**config.mk**
```make
export PLATFORM = sky130hd
export DESIGN_NAME = program_loader_flat
export DESIGN_NICKNAME = d
export VERILOG_FILES = /design/src/rtl/program_loader_if.sv /design/src/rtl/program_loader.sv /design/src/flat_wrapper.sv
export SDC_FILE = /design/constraint.sdc
export NUM_CORES = 1
export LEC_CHECK = 0
export BUFFER_PORTS_ARGS = -buffer_cell sky130_fd_sc_hd__buf_2
export CAP_MARGIN = 0
export CORE_MARGIN = 4
export CORE_UTILIZATION = 50
export CTS_CLUSTER_DIAMETER = 120
export CTS_CLUSTER_SIZE = 8
export DETAILED_ROUTE_END_ITERATION = 12
export GPL_TIMING_DRIVEN = 0
export PLACE_DENSITY = 0.75
export RECOVER_POWER = 25
export SETUP_SLACK_MARGIN = 0.2
export SLEW_MARGIN = 15
export SYNTH_ARGS = -nofsm -noshare
export SYNTH_HDL_FRONTEND = slang
export SYNTH_SLANG_ARGS = --single-unit
```
**constraint.sdc**
```tcl
create_clock -name clk_PL -period 4.6 [get_ports clk_PL]
set_input_delay 0.46 -clock clk_PL [delete_from_list [all_inputs] [get_ports clk_PL]]
set_output_delay 0.46 -clock clk_PL [all_outputs]
set_load 0.05 [all_outputs]
```
**src/rtl/program_loader_if.sv**
```systemverilog
// Byte-stream and instruction-memory write bus between the boot loader and its neighbours.
// The master modport is the stream source / memory side; the slave modport is the loader.
interface program_loader_if #(
  parameter int ADDR_W = 5,
  parameter int WORD_W = 32
);
  logic              start_PL;
  logic [7:0]        rxData_PL;
  logic              rxValid_PL;
  logic              rxReady_OUT;
  logic              imWe_OUT;
  logic [ADDR_W-1:0] imAddr_OUT;
  logic [WORD_W-1:0] imData_OUT;
  logic              coreReset_OUT;
  logic              done_OUT;
  logic              error_OUT;

  modport master (
    output start_PL, rxData_PL, rxValid_PL,
    input  rxReady_OUT, imWe_OUT, imAddr_OUT, imData_OUT,
    input  coreReset_OUT, done_OUT, error_OUT
  );

  modport slave (
    input  start_PL, rxData_PL, rxValid_PL,
    output rxReady_OUT, imWe_OUT, imAddr_OUT, imData_OUT,
    output coreReset_OUT, done_OUT, error_OUT
  );
endinterface

```
**src/rtl/program_loader.sv**
```systemverilog
// Boot loader: length byte, little-endian words into instruction memory, XOR checksum byte.
// Keeps the core in reset until an image has been loaded and verified.
module program_loader #(
  parameter int ADDR_W = 5,
  parameter int WORD_W = 32
) (
  input  logic           clk_PL,
  input  logic           reset_PL,
  program_loader_if.slave bus
);
  localparam int         CNT_W   = ADDR_W + 1;
  localparam logic [8:0] MAX_LEN = 9'(2 ** ADDR_W);

  typedef enum logic [2:0] {
    S_IDLE  = 3'd0,
    S_LEN   = 3'd1,
    S_DATA  = 3'd2,
    S_CHK   = 3'd3,
    S_DONE  = 3'd4,
    S_ERROR = 3'd5
  } state_t;

  state_t            r_state;
  state_t            w_next;
  logic              r_rx_ready;
  logic              r_done;
  logic              r_error;
  logic              r_core_rst;
  logic              r_im_we;
  logic [ADDR_W-1:0] r_im_addr;
  logic [WORD_W-1:0] r_im_data;
  logic [WORD_W-1:0] r_word;
  logic [CNT_W-1:0]  r_word_cnt;
  logic [ADDR_W-1:0] r_word_idx;
  logic [1:0]        r_byte_idx;
  logic [7:0]        r_chk;
  logic              w_rx_ready_nx;
  logic              w_done_nx;
  logic              w_error_nx;
  logic              w_core_rst_nx;
  logic              w_accept;
  logic              w_len_bad;
  logic              w_last_byte;
  logic              w_last_word;

  function automatic logic [7:0] f_xor8(input logic [7:0] a, input logic [7:0] b);
    return a ^ b;
  endfunction

  assign w_accept    = bus.rxValid_PL & r_rx_ready;
  assign w_len_bad   = (bus.rxData_PL == 8'd0) || ({1'b0, bus.rxData_PL} > MAX_LEN);
  assign w_last_byte = (r_byte_idx == 2'd3);
  assign w_last_word = ({1'b0, r_word_idx} == (r_word_cnt - CNT_W'(1)));

  // State register
  always_ff @(posedge clk_PL or negedge reset_PL) begin
    if (!reset_PL) begin
      r_state <= S_IDLE;
    end else begin
      r_state <= w_next;
    end
  end

  // Next state; start_PL overrides everything, including a byte taken in the same cycle
  always_comb begin
    w_next = r_state;
    if (bus.start_PL) begin
      w_next = S_LEN;
    end else begin
      case (r_state)
        S_IDLE:  w_next = S_IDLE;
        S_LEN:   w_next = w_accept ? (w_len_bad ? S_ERROR : S_DATA) : S_LEN;
        S_DATA:  w_next = (w_accept && w_last_byte && w_last_word) ? S_CHK : S_DATA;
        S_CHK:   w_next = w_accept ? ((bus.rxData_PL == r_chk) ? S_DONE : S_ERROR) : S_CHK;
        S_DONE:  w_next = S_DONE;
        S_ERROR: w_next = S_ERROR;
        default: w_next = S_IDLE;
      endcase
    end
  end

  // Status outputs decoded from the upcoming state so they register alongside it
  always_comb begin
    w_rx_ready_nx = 1'b0;
    w_done_nx     = 1'b0;
    w_error_nx    = 1'b0;
    w_core_rst_nx = 1'b1;
    case (w_next)
      S_LEN, S_DATA, S_CHK: w_rx_ready_nx = 1'b1;
      S_DONE: begin
        w_done_nx     = 1'b1;
        w_core_rst_nx = 1'b0;
      end
      S_ERROR: w_error_nx = 1'b1;
      default: w_rx_ready_nx = 1'b0;
    endcase
  end

  // Registered status outputs
  always_ff @(posedge clk_PL or negedge reset_PL) begin
    if (!reset_PL) begin
      r_rx_ready <= 1'b0;
      r_done     <= 1'b0;
      r_error    <= 1'b0;
      r_core_rst <= 1'b1;
    end else begin
      r_rx_ready <= w_rx_ready_nx;
      r_done     <= w_done_nx;
      r_error    <= w_error_nx;
      r_core_rst <= w_core_rst_nx;
    end
  end

  // Word assembly, checksum and one-cycle memory write pulse after each fourth byte
  always_ff @(posedge clk_PL or negedge reset_PL) begin
    if (!reset_PL) begin
      r_im_we    <= 1'b0;
      r_im_addr  <= '0;
      r_im_data  <= '0;
      r_word     <= '0;
      r_word_cnt <= '0;
      r_word_idx <= '0;
      r_byte_idx <= 2'd0;
      r_chk      <= 8'd0;
    end else begin
      r_im_we <= 1'b0;
      if (bus.start_PL) begin
        r_byte_idx <= 2'd0;
      end else if (w_accept) begin
        case (r_state)
          S_LEN: begin
            if (!w_len_bad) begin
              r_word_cnt <= bus.rxData_PL[CNT_W-1:0];
              r_word_idx <= '0;
              r_byte_idx <= 2'd0;
              r_chk      <= 8'd0;
            end
          end
          S_DATA: begin
            r_word[{r_byte_idx, 3'b000} +: 8] <= bus.rxData_PL;
            r_chk      <= f_xor8(r_chk, bus.rxData_PL);
            r_byte_idx <= r_byte_idx + 2'd1;
            if (w_last_byte) begin
              r_im_we    <= 1'b1;
              r_im_addr  <= r_word_idx;
              r_im_data  <= {bus.rxData_PL, r_word[WORD_W-9:0]};
              r_word_idx <= r_word_idx + ADDR_W'(1);
            end
          end
          default: r_im_we <= 1'b0;
        endcase
      end
    end
  end

  assign bus.rxReady_OUT   = r_rx_ready;
  assign bus.imWe_OUT      = r_im_we;
  assign bus.imAddr_OUT    = r_im_addr;
  assign bus.imData_OUT    = r_im_data;
  assign bus.coreReset_OUT = r_core_rst;
  assign bus.done_OUT      = r_done;
  assign bus.error_OUT     = r_error;
endmodule

```
**src/flat_wrapper.sv**
```systemverilog
// flat-port wrapper written by rule: the top's interface ports become plain ports
module program_loader_flat 
#(
  parameter int ADDR_W = 5,
  parameter int WORD_W = 32
)
  (clk_PL, reset_PL, bus_start_PL, bus_rxData_PL, bus_rxValid_PL, bus_rxReady_OUT, bus_imWe_OUT, bus_imAddr_OUT, bus_imData_OUT, bus_coreReset_OUT, bus_done_OUT, bus_error_OUT);
  program_loader_if #(.ADDR_W(ADDR_W), .WORD_W(WORD_W)) bus_i ();
  input  logic clk_PL;
  input  logic reset_PL;
  input wire logic [$bits(bus_i.start_PL)-1:0] bus_start_PL;
  input wire logic [$bits(bus_i.rxData_PL)-1:0] bus_rxData_PL;
  input wire logic [$bits(bus_i.rxValid_PL)-1:0] bus_rxValid_PL;
  output wire logic [$bits(bus_i.rxReady_OUT)-1:0] bus_rxReady_OUT;
  output wire logic [$bits(bus_i.imWe_OUT)-1:0] bus_imWe_OUT;
  output wire logic [$bits(bus_i.imAddr_OUT)-1:0] bus_imAddr_OUT;
  output wire logic [$bits(bus_i.imData_OUT)-1:0] bus_imData_OUT;
  output wire logic [$bits(bus_i.coreReset_OUT)-1:0] bus_coreReset_OUT;
  output wire logic [$bits(bus_i.done_OUT)-1:0] bus_done_OUT;
  output wire logic [$bits(bus_i.error_OUT)-1:0] bus_error_OUT;
  assign bus_i.start_PL = bus_start_PL;
  assign bus_i.rxData_PL = bus_rxData_PL;
  assign bus_i.rxValid_PL = bus_rxValid_PL;
  assign bus_rxReady_OUT = bus_i.rxReady_OUT;
  assign bus_imWe_OUT = bus_i.imWe_OUT;
  assign bus_imAddr_OUT = bus_i.imAddr_OUT;
  assign bus_imData_OUT = bus_i.imData_OUT;
  assign bus_coreReset_OUT = bus_i.coreReset_OUT;
  assign bus_done_OUT = bus_i.done_OUT;
  assign bus_error_OUT = bus_i.error_OUT;
  program_loader #(.ADDR_W(ADDR_W), .WORD_W(WORD_W)) u_core (.clk_PL(clk_PL), .reset_PL(reset_PL), .bus(bus_i));
endmodule
```
Yosys cells after proc, flatten, opt, wreduce, memory -nomap -nowiden
Index checks and enable logic that the tools add are counted.
{ "word_totals": {"inputBits": 12, "elab_cells": 79, "out_inout_bits": 42, "ff_bits": 98} }
{ "classes": {"n_shift": 2, "n_eq_ne": 16, "n_addsub": 4, "n_mux": 25, "n_bitwise": 4, "n_lt_le_gt_ge": 1, "reduce_logical": 14} }
{ "op_table": {"columns": ["operator", "count"], "rows": [
  ["bitwise mux 32 bit", 1],
  ["variable shift 8 x 7 -> 32 bit (first input constant)", 1],
  ["indexed part select 8 x 7 -> 32 bit", 1],
  ["case mux 8 bit (2 select lines)", 1],
  ["case mux 3 bit (5 select lines)", 1],
  ["== test 3 x 2 -> 1 bit (second input constant)", 4],
  ["== test 3 bit (second input constant)", 4],
  ["2-to-1 mux 3 bit", 4],
  ["AND reduction 4 bit", 3],
  ["2-to-1 mux 1 bit", 10],
  ["2-to-1 mux 5 bit", 2],
  ["case mux 5 bit (2 select lines)", 1],
  ["== test 8 bit", 1],
  ["greater-than comparator 8 x 6 -> 1 bit (second input constant)", 1],
  ["logical NOT 8 bit", 1],
  ["2-to-1 mux 8 bit", 1],
  ["bitwise XOR 8 bit", 1],
  ["negator 5 -> 7 bit", 1],
  ["== test 3 x 1 -> 1 bit (second input constant)", 2],
  ["== test 5 x 6 -> 1 bit", 1],
  ["2-to-1 mux 2 bit", 3],
  ["AND reduction 3 bit", 2],
  ["subtractor 6 x 1 -> 6 bit (second input constant)", 1],
  ["adder 5 x 1 -> 5 bit (second input constant)", 1],
  ["14 further kinds", 17]
]} }

Depth between registers and ports, before layout
Gate-level depths: netlist (run 1).
{ "depth": {"ltp_word": 9, "depth_mapped": 7, "mapped_depth_nobuf": 7} }

Least setup slack after synthesis (run 1)
Ideal clock, no wire load.
{ "synth_path": {"kind": "input -> register", "from": "input bus_rxData_PL[3]", "to": "register u_core.r_chk[2]", "t_required_ns": 4.482, "setup_slack_ns": 2.519, "t_arrival_ns": 1.962, "setup_ns": 0.118, "cell_stages": 7, "path_buffers": 2, "cell_sequence": "buf_2 -> or4_4 -> o21ai_4 -> nand4b_4 -> a21o_2 -> buf_6 -> a21o_1"} }
{ "synth_via": {"elab_chain_len": 4, "elab_cells_between_ends": 5, "classes_between": "order compare (1); eq/ne (1); reduce/logical (3)"} }
{ "synth_rtl": {"columns": ["item", "line", "source"], "rows": [
  ["from (decl)", "flat_wrapper.sv:12", "input wire logic [$bits(bus_i.rxData_PL)-1:0] bus_rxData_PL;"],
  ["greater-than comparator 8 x 6 -> 1 bit / logical NOT 8 bit (equally long branches)", "program_loader.sv:51", "assign w_len_bad = (bus.rxData_PL == 8'd0) || ({1'b0, bus.rxData_PL} > MAX_LEN);"],
  ["logical OR 1 bit (*)", "program_loader.sv:51", null],
  ["inequality test 2 bit (no source line) (*)", null, null],
  ["AND reduction 4 bit (no source line) (*)", null, null],
  ["to (signal assigned)", "program_loader.sv:141", "r_chk <= f_xor8(r_chk, bus.rxData_PL);"],
  ["to (decl)", "program_loader.sv:36", "logic [7:0] r_chk;"]
]} }
Every way passes the cells marked *; elsewhere a longest branch is shown, timed or not.
A chain may end at the register's enable or synchronous reset.

Worst setup path after layout (run 1)
{ "layout_path": {"from": "register u_core.r_byte_idx[0]", "to": "register u_core.r_word[4]"} }
{ "layout_via": {"elab_chain_len": 3, "elab_cells_between_ends": 4, "classes_between": "add/sub (1); shift (2); mux (1)"} }
{ "layout_rtl": {"columns": ["item", "line", "source"], "rows": [
  ["from (decl)", "program_loader.sv:35", "logic [1:0] r_byte_idx;"],
  ["from (signal assigned)", "program_loader.sv:142", "r_byte_idx <= r_byte_idx + 2'd1;"],
  ["negator 5 -> 7 bit (*)", "program_loader.sv:140", "r_word[{r_byte_idx, 3'b000} +: 8] <= bus.rxData_PL;"],
  ["indexed part select 8 x 7 -> 32 bit / variable shift 8 x 7 -> 32 bit (equally long branches)", "program_loader.sv:140", null],
  ["bitwise mux 32 bit (*)", "program_loader.sv:140", null],
  ["to (signal, indexed assignment)", "program_loader.sv:140", null],
  ["to (decl)", "program_loader.sv:32", "logic [WORD_W-1:0] r_word;"]
]} }
Marked as above.

==> results of run 1 <==
[per-stage QoR]
| step | power [W] | hold WS (ps) | area (um2) |
|---|---|---|---|
| final | 0.00156 | 367 | 4680 |
| after global routing | 0.00164 | 365 | 4680 |
| after CTS | 0.00157 | 61.7 | 4680 |
| after detailed placement | 0.00105 | 463 | 4480 |
| after global placement | 0.00104 | 461 | 4450 |
| after floorplan | 0.000984 | 164 | 4100 |
[final cells by class]
class / count / area [um2]
fillers: 667 / 3170
flip-flops and latches: 90 / 2250
multi-input cells: 245 / 1710
repair buffers: 47 / 256
well taps: 102 / 128
clock buffers: 9 / 124
plain buffers: 21 / 97.6
clock inverters: 7 / 72.6
inverters: 8 / 30.0
[sequential cells by signal (all words and copies together) (netlist names)]
signal,flops
u_core.r_byte_idx,2
u_core.bus.rxReady_OUT,1
u_core.bus.imWe_OUT,1
u_core.r_word_idx,5
u_core.bus.coreReset_OUT,1
u_core.r_state,3
u_core.bus.error_OUT,1
u_core.r_chk,8
u_core.bus.imData_OUT,32
u_core.bus.done_OUT,1
u_core.bus.imAddr_OUT,5
u_core.r_word,24
u_core.r_word_cnt,6
[cells in the final DEF, fill, tap and decap left out, types with 3 or more instances in the layout]
master     count
inv_1          8
a31oi_1        3
nand3b_1       9
buf_2         48
nand3_1        5
xnor2_1        3
a21oi_1       17
nand2b_1      11
mux2_2        40
o2bb2ai_1      4
clkbuf_8       9
nor2_1         7
a21o_1         8
nor3_1         8
nand4_1        3
nand2_1       54
o21ai_0       26
clkbuf_1      15
nor2b_1        3
dfrtp_1       89
nor3b_1        3
xor2_1         9
nor4_1         3
ha_1           7
[layer usage]
layer	up-vias	part of all wire	wire length, um
li1	1386	-	-
met5	-	0	0
met3	14	0.054	460
met1	1393	0.45	3800
met4	0	0.013	111
met2	71	0.48	4090
[power by group]
group          internal, W  switching, W
logic            0.0000715      0.000115
registers         0.000819     0.0000279
clock network     0.000213      0.000310
[cell families after synthesis]
logic type | count (synthesis) | synth area share
and+or+nand+nor | 116 | 0.151
DFF | 90 | 0.550
AOI/OAI and AO/OA | 67 | 0.102
muxes | 43 | 0.118
buffers and inverters | 29 | 0.0312
xor gates and xnor gates | 12 | 0.0257
adders and majority gates | 7 | 0.0214
[how the worst max path moves through the flow]
stage,start,endpoint,slack (ps),cells past startpoint
floorplan,bus_rxData_PL[3],u_core.r_chk[2],2520,7
global placement,bus_rxData_PL[4],u_core.r_chk[4],2270,7
detailed placement,bus_rxData_PL[4],u_core.r_chk[2],2230,7
CTS,u_core.r_byte_idx[0],u_core.r_word[4],2340,6
global route,u_core.r_byte_idx[0],u_core.r_word[1],2030,6
finish,u_core.r_byte_idx[0],u_core.r_word[4],2350,6
==> qor.csv, run 1 <==
stage,metric,value,unit
critical_path,Reg-to-Reg End,u_core.r_word[4],
power_and_ir_drop,ratio of total power to cell area,333,nW/um2
power_and_ir_drop,Leakage Power,2.35,nW
routing,total detailed-routing wirelength,8.46,mm
clocking,CTS Buffer Depth,2,
sta,final worst slack,2350,ps
placement,Port-buffer cells,46,
flow_run,number of max-cap violations,1,
worst_hold_path,type of the tightest min-delay check,input port to flop,
placement,detailed placement HPWL,5.92,mm
synth,fraction of the yosys area taken by sequential cells,0.550,
synth,most frequent cell after synthesis,dfrtp_1,
floorplan,I/O pin count,54,
critical_path,crit-path max cell delay,740,ps
critical_path,WP data required,4880,ps
floorplan,die extent in x,98.5,um
routing,first-pass iteration count of the detailed router,4,
global_routing,routing usage on met3,0.0403,
critical_path,top cell family by delay on the critical path,simple AND/OR/NAND/NOR gates,
critical_path,Worst R2R Path Depth,6,
clocking,clk sink count,90,
worst_hold_path,terminating pin of the worst hold path,u_core.r_byte_idx[1],
routing,detail-routed net length per standard cell,16.0,um
critical_path,buffers plus inverters on the worst setup path,2,
synth,Netlist Area Pre-Place,4100,um2
sta,setup repair after global routing missed its margin,no,
routing,DRT antenna net count,0,
placement,routability-driven placement congestion ratio,0.902,
synth,cell taking the most area after synthesis,dfrtp_1,
floorplan,Vert. Die Dim,98.5,um
clocking,# H-tree levels,3,
critical_path,element type at the critical path end,flop,
synth,top post-synthesis cells by count,"dfrtp_1, nand2_1, mux2_2, o21ai_0, a21oi_1",
synth,Synth top area share,0.544,
critical_path,largest fanout on the critical path,8,
cells_and_area,final cell count without fillers,529,
floorplan,starting density of the core,0.522,
worst_hold_path,Hold Path Origin,bus_start_PL,
sta,Final setup viols,0,
synth,Syn Area/Cell,11.3,um2
critical_path,launching point of the worst reg2reg path,u_core.r_byte_idx[0],
synth,count of state elements after synthesis,90,
clocking,clock root cell,clkbuf_8,
cells_and_area,synth-to-layout area growth,14.2,%
clocking,clock transition at the registers of the reported paths,100,ps
global_routing,most used routing layer,met2,
synth,top post-synthesis cells by area,"dfrtp_1, mux2_2, nand2_1",
synth,most used flip-flop cell after synthesis,dfrtp_1,
cells_and_area,Post-Route Utilization,0.596,
sta,slew of the pin with the lowest slew margin,2070,ps
sta,Slew Limit Fails,37,
sta,clock period minus final worst setup slack,2250,ps
clocking,clock latency on the worst-skew pair,370,ps
cells_and_area,total number of nets in the final design,441,
sta,part of the cycle the worst path needs,0.489,
routing,total number of vias,2864,
power_and_ir_drop,maximum vdd drop,157,uV
synth,total of warnings raised by yosys,0,
global_routing,vias in the first global route,2919,
clocking,# hold bufs at CTS,0,
global_routing,overall overflow remaining after global route,0,
global_routing,total global-route track usage,0.184,
global_routing,largest net degree at the start of global routing,55,
clocking,post-CTS repair timing setup buffer count,0,
sta,worst slew margin relative to its limit,-0.379,
routing,Starting DRT DRC Count,108,
critical_path,critical path's slowest cell,nor3b_1,
clocking,cts repair resizes,0,
routing,via/cell ratio,5.41,
global_routing,wire length of the first global-routing pass,14.5,mm
sta,highest clock frequency the design can meet,444,MHz
critical_path,R2R Setup Slk,2350,ps
floorplan,die footprint,9700,um2
clocking,CTS tree,done,
synth,number of enable-type register cells in the synthesized netlist,0,
routing,DRC,0,
synth,proportion of register bits with asynchronous set or reset after synthesis,1.00,
sta,post-route setup TNS,0,ps
cells_and_area,fraction of layout cells with a size suffix above 1,0.272,
global_routing,M2 GR Usage,0.288,
sta,"Hold Vio Cnt, Final",0,
floorplan,Site Rows,32,
critical_path,worst-path cell chain,clkbuf_1 -> inv_1 -> ha_1 -> nor3b_1 -> nand2_1 -> o21ai_0,
synth,Synth Net Count,383,
clocking,total clock buffers created by CTS,9,
placement,worst slack at placement,2230,ps
floorplan,Floorplan Core Area,7850,um2
synth,distinct cell type count after synthesis,45,
run_status,violated checks,"capacitance limit, slew limit",
critical_path,classification of the worst setup path,flop to flop,
worst_hold_path,worst hold path stage count,2,
critical_path,crit path DAT,2540,ps
synth,number of instances in the synthesized netlist,364,
critical_path,launching element type of the critical path,flop,
run_status,outcome,"complete, but fails checks",
global_routing,met1 layer usage reported by global route,0.256,
sta,Final Skew,13.2,ps
global_routing,number of antenna violations at the first check in global routing,0,
placement,placed cells,513,
cells_and_area,diode count,0,
Note: power is estimated with default switching activity, not from simulation.
==> inputs of run 2 (changes only) <==
--- a/config.mk
+++ b/config.mk
@@ -5,6 +5,7 @@
 export SDC_FILE = /design/constraint.sdc
 export NUM_CORES = 1
 export LEC_CHECK = 0
+export ABC_AREA = 1
 export BUFFER_PORTS_ARGS = -buffer_cell sky130_fd_sc_hd__buf_2
 export CAP_MARGIN = 0
 export CORE_MARGIN = 4
@@ -13,7 +14,7 @@
 export CTS_CLUSTER_SIZE = 8
 export DETAILED_ROUTE_END_ITERATION = 12
 export GPL_TIMING_DRIVEN = 0
-export PLACE_DENSITY = 0.75
+export PLACE_DENSITY = 0.77
 export RECOVER_POWER = 25
 export SETUP_SLACK_MARGIN = 0.2
 export SLEW_MARGIN = 15
==> constraint.sdc (replaced) <==
create_clock -name clk_PL -period 1.9 [get_ports clk_PL]
set_input_delay 0.19 -clock clk_PL [delete_from_list [all_inputs] [get_ports clk_PL]]
set_output_delay 0.19 -clock clk_PL [all_outputs]
set_load 0.05 [all_outputs]
==> run 2 against run 1 <==
Against the previous run:
- the flow now finishes without violations
- flip-flop and latch count stayed put
- cell area is 5.4% higher
- fmax up 38%
- global-route usage increased by 0.75 points
- non-clock buffer count grew 18
- via count grew 18%
- synthesized cell count increased by 30%
- final cell count is 25% higher
- worst setup slack worse by 2100 ps
- utilization grew 3.2 points
- total power increased to 2.9 times the previous value
- largest cell class unchanged
==> qor.csv, run 2 <==
stage,metric,value,unit,change
routing,total detailed-routing wirelength,9.16,mm,+8.2%
cells_and_area,"flip-flop count of the largest register, all copies and words added",32,,unchanged
cells_and_area,Layout Cell Area excl Fill,4930,um2,+5.4%
clocking,total clock buffers created by CTS,9,,unchanged
clocking,# H-tree levels,3,,unchanged
worst_hold_path,type of the tightest min-delay check,input port to flop,,
floorplan,starting density of the core,0.523,,+0.00143
critical_path,launching point of the worst reg2reg path,u_core.r_state[1],,
routing,via/cell ratio,5.12,,-5.5%
critical_path,buffers plus inverters on the worst setup path,4,,+2
power_and_ir_drop,maximum vdd drop,456,uV,+190%
routing,total number of vias,3383,,+18%
synth,count of state elements after synthesis,90,,unchanged
critical_path,WP data required,2190,ps,-2690 ps
power_and_ir_drop,clock network fraction of design power,0.281,,-0.055
synth,Syn Area/Cell,8.68,um2,-23%
global_routing,number of antenna violations at the first check in global routing,0,,unchanged
cells_and_area,"leading cell type in the layout, fill and taps excluded",nand2_1,,
floorplan,Vert. Die Dim,98.6,um,+0.13%
critical_path,most used cell along the critical path,nor2_4,,
clocking,clk sink count,90,,unchanged
synth,distinct cell type count after synthesis,30,,-33%
critical_path,crit-path max cell delay,410,ps,-330 ps
critical_path,Reg-to-Reg End,u_core.r_word[15],,
sta,Final Skew,16.8,ps,+3.53 ps
synth,top post-synthesis cells by count,"nand2_1, dfrtp_1, inv_1, o21ai_0, nand3_1",,
routing,Starting DRT DRC Count,230,,+110%
clocking,clock transition at the registers of the reported paths,100,ps,about the same
critical_path,launching element type of the critical path,flop,,
synth,total of warnings raised by yosys,0,,unchanged
sta,Final setup viols,0,,unchanged
sta,worst slew margin relative to its limit,0.349,,+0.728
routing,detail-routed net length per standard cell,13.9,um,-13%
critical_path,start point of the critical path,u_core.r_state[1],,
cells_and_area,fraction of layout cells with a size suffix above 1,0.261,,-0.0105
cells_and_area,diode count,0,,unchanged
critical_path,classification of the worst setup path,flop to flop,,
global_routing,largest net degree at the start of global routing,52,,-5.5%
synth,Netlist Area Pre-Place,4110,um2,+0.27%
synth,proportion of register bits with asynchronous set or reset after synthesis,1.00,,unchanged
floorplan,Floorplan Core Area,7850,um2,unchanged
floorplan,Site Rows,32,,unchanged
power_and_ir_drop,switching power of the nets,0.00149,W,+230%
critical_path,end of the critical path,u_core.r_word[15],,
routing,DRT antenna net count,0,,unchanged
synth,number of enable-type register cells in the synthesized netlist,0,,unchanged
cells_and_area,final cell count without fillers,661,,+25%
synth,Synth top area share,0.542,,-0.00149
clocking,clock root cell,clkbuf_8,,
cells_and_area,highest-count cells in the layout ignoring fill and taps,"nand2_1, dfrtp_1, inv_1, buf_2, o21ai_0",,
sta,clock period minus final worst setup slack,1640,ps,-615 ps
critical_path,element type at the critical path end,flop,,
critical_path,critical path's slowest cell,dfrtp_1,,
synth,top post-synthesis cells by area,"dfrtp_1, nand2_1, o21ai_0",,
power_and_ir_drop,Logic pwr share,0.229,,+0.109
run_status,outcome,"finished, final reports clean",,
cells_and_area,total number of nets in the final design,573,,+30%
flow_run,number of max-cap violations,0,,-1
power_and_ir_drop,internal power of the cells,0.00307,W,+180%
critical_path,stages on the worst setup path,10,,+4
synth,number of instances in the synthesized netlist,473,,+30%
placement,placed cells,629,,+23%
global_routing,total global-route track usage,0.192,,+0.00746
placement,routability-driven placement congestion ratio,0.865,,-4.1%
critical_path,Worst R2R Path Depth,10,,+4
placement,detailed placement HPWL,6.76,mm,+14%
critical_path,top cell family by delay on the critical path,simple AND/OR/NAND/NOR gates,,
clocking,clock latency on the worst-skew pair,370,ps,about the same
synth,cell taking the most area after synthesis,dfrtp_1,,
floorplan,I/O pin count,54,,unchanged
sta,slew of the pin with the lowest slew margin,977,ps,-1090 ps
global_routing,wire length of the first global-routing pass,15.0,mm,+3.8%
power_and_ir_drop,ratio of total power to cell area,924,nW/um2,+180%
sta,Slew Limit Fails,0,,-100%
clocking,CTS tree,done,,
routing,first-pass iteration count of the detailed router,5,,+1
placement,placed cell area,4540,um2,+1.2%
placement,Port-buffer cells,53,,+15%
critical_path,largest fanout on the critical path,10,,+2
synth,fraction of the yosys area taken by sequential cells,0.549,,-0.00151
floorplan,die footprint,9730,um2,+0.25%
critical_path,R2R Setup Slk,260,ps,-2090 ps
power_and_ir_drop,proportion of power drawn by flip-flops and latches,0.490,,-0.054
global_routing,vias in the first global route,3173,,+8.7%
sta,part of the cycle the worst path needs,0.861,,+0.372
critical_path,crit path DAT,1920,ps,-620 ps
routing,DRC,0,,unchanged
synth,most used flip-flop cell after synthesis,dfrtp_1,,
floorplan,die extent in x,98.6,um,+0.13%
power_and_ir_drop,Leakage Power,2.63,nW,+12%
sta,highest clock frequency the design can meet,611,MHz,+38%
power_and_ir_drop,Switching Share,0.326,,+0.0353
synth,Synth Net Count,492,,+28%
cells_and_area,synth-to-layout area growth,20.0,%,
critical_path,worst-path cell chain,inv_2 -> nor2_4 -> nand2_4 -> inv_4 -> nand2_2 -> buf_4 -> nor2_4 -> buf_6 -> nand3_1 -> o21ai_0,,
sta,"Hold Vio Cnt, Final",0,,unchanged
synth,most frequent cell after synthesis,nand2_1,,
global_routing,overall overflow remaining after global route,0,,unchanged
sta,setup repair after global routing missed its margin,yes,,
clocking,CTS Buffer Depth,2,,unchanged
-- run 2: changes by cell type after synthesis, moves of 9 or more --
cell | before | now
inv_1 | 8 | 65
nand2_1 | 54 | 110
mux2_2 | 40 | 0
nand3_1 | 5 | 38
o21ai_0 | 26 | 57
a21oi_1 | 17 | 0
nor2_1 | 7 | 24
clkbuf_1 | 14 | 3
nand2b_1 | 11 | 0
o21ai_1 | 0 | 10
nand2_2 | 0 | 9
nand3b_1 | 9 | 0
-- run 2: cells by family after synthesis --
| group | share of synthesized area |
|---|---|
| fa+ha+maj | 0.0213 |
| simple gates | 0.215 |
| xor+xnor | 0.0161 |
| mux | 0.00244 |
| flops | 0.549 |
| buf+inv | 0.0896 |
| compound gates | 0.107 |
-- run 2: metal layers --
metal  wire [um]  global-route usage
met2        4290               0.297
met5           0                   0
met3         465              0.0326
met4         147              0.0788
met1        4260               0.269
-- run 2: final cells by class --
cell class                      count  area [um2]
Fill cell                         691        2920
Inverter                           73         277
Tap cell                          102         128
Sequential cell                    90        2260
Buffer                             16         136
Multi-Input combinational cell    294        1540
Clock inverter                      6        53.8
Timing Repair Buffer               70         399
Clock buffer                       10         138
-- run 2: power groups by stage --
stage | Sequential [W] | Clock [W] | Combinational (W)
3_5_place_dp | 0.00227 | 0 | 0.000909
6_report | 0.00223 | 0.00128 | 0.00104
3_3_place_gp | 0.00226 | 0 | 0.000859
4_1_cts | 0.00223 | 0.00129 | 0.000954
2_1_floorplan | 0.00230 | 0 | 0.000645
5_1_grt | 0.00226 | 0.00137 | 0.00118
-- run 2: worst reg2reg max path, stage by stage, from the launching register on --
cell and delay, ps:
dfrtp_1 410, inv_2 80, nor2_4 120, nand2_4 90, inv_4 80, nand2_2 90
buf_4 210, nor2_4 190, buf_6 160, nand3_1 70, o21ai_0 80
-- run 2: repair_timing --
item / in CTS / in global routing
hold endpoints to repair: 38 / 0
resized for setup: 18 / 24
hold buffers: 1 / 0
pin swaps: 4 / 6
buffers inserted: 9 / 6
gates cloned: 0 / 0
endpoints found under the setup margin: 63 / 68
-- run 2: worst min-delay path by stage --
stage / startpoint / end / slack [ps] / cells after the start
after floorplan: reset_PL / u_core.bus.done_OUT / -110 / 0
after global placement: u_core.bus.imAddr_OUT[3] / u_core.bus.imAddr_OUT[3] / 450 / 2
after detailed placement: reset_PL / u_core.r_state[2] / 200 / 1
after CTS: bus_rxData_PL[6] / u_core.r_word[6] / 140 / 3
after global routing: bus_start_PL / u_core.r_state[0] / 150 / 3
final: bus_start_PL / u_core.r_state[0] / 140 / 3
-- run 2: stage by stage --
stage	hold WS, ps	setup TNS (ps)	setup slack [ps]	utilization	power [W]
final	144	0	264	0.628	0.00455
after global routing	152	0	144	0.628	0.00480
after CTS	145	0	205	0.618	0.00448
after detailed placement	205	0	4.31	0.578	0.00318
after global placement	450	-9020	-251	0.574	0.00312
after floorplan	-106	0	305	-	0.00295
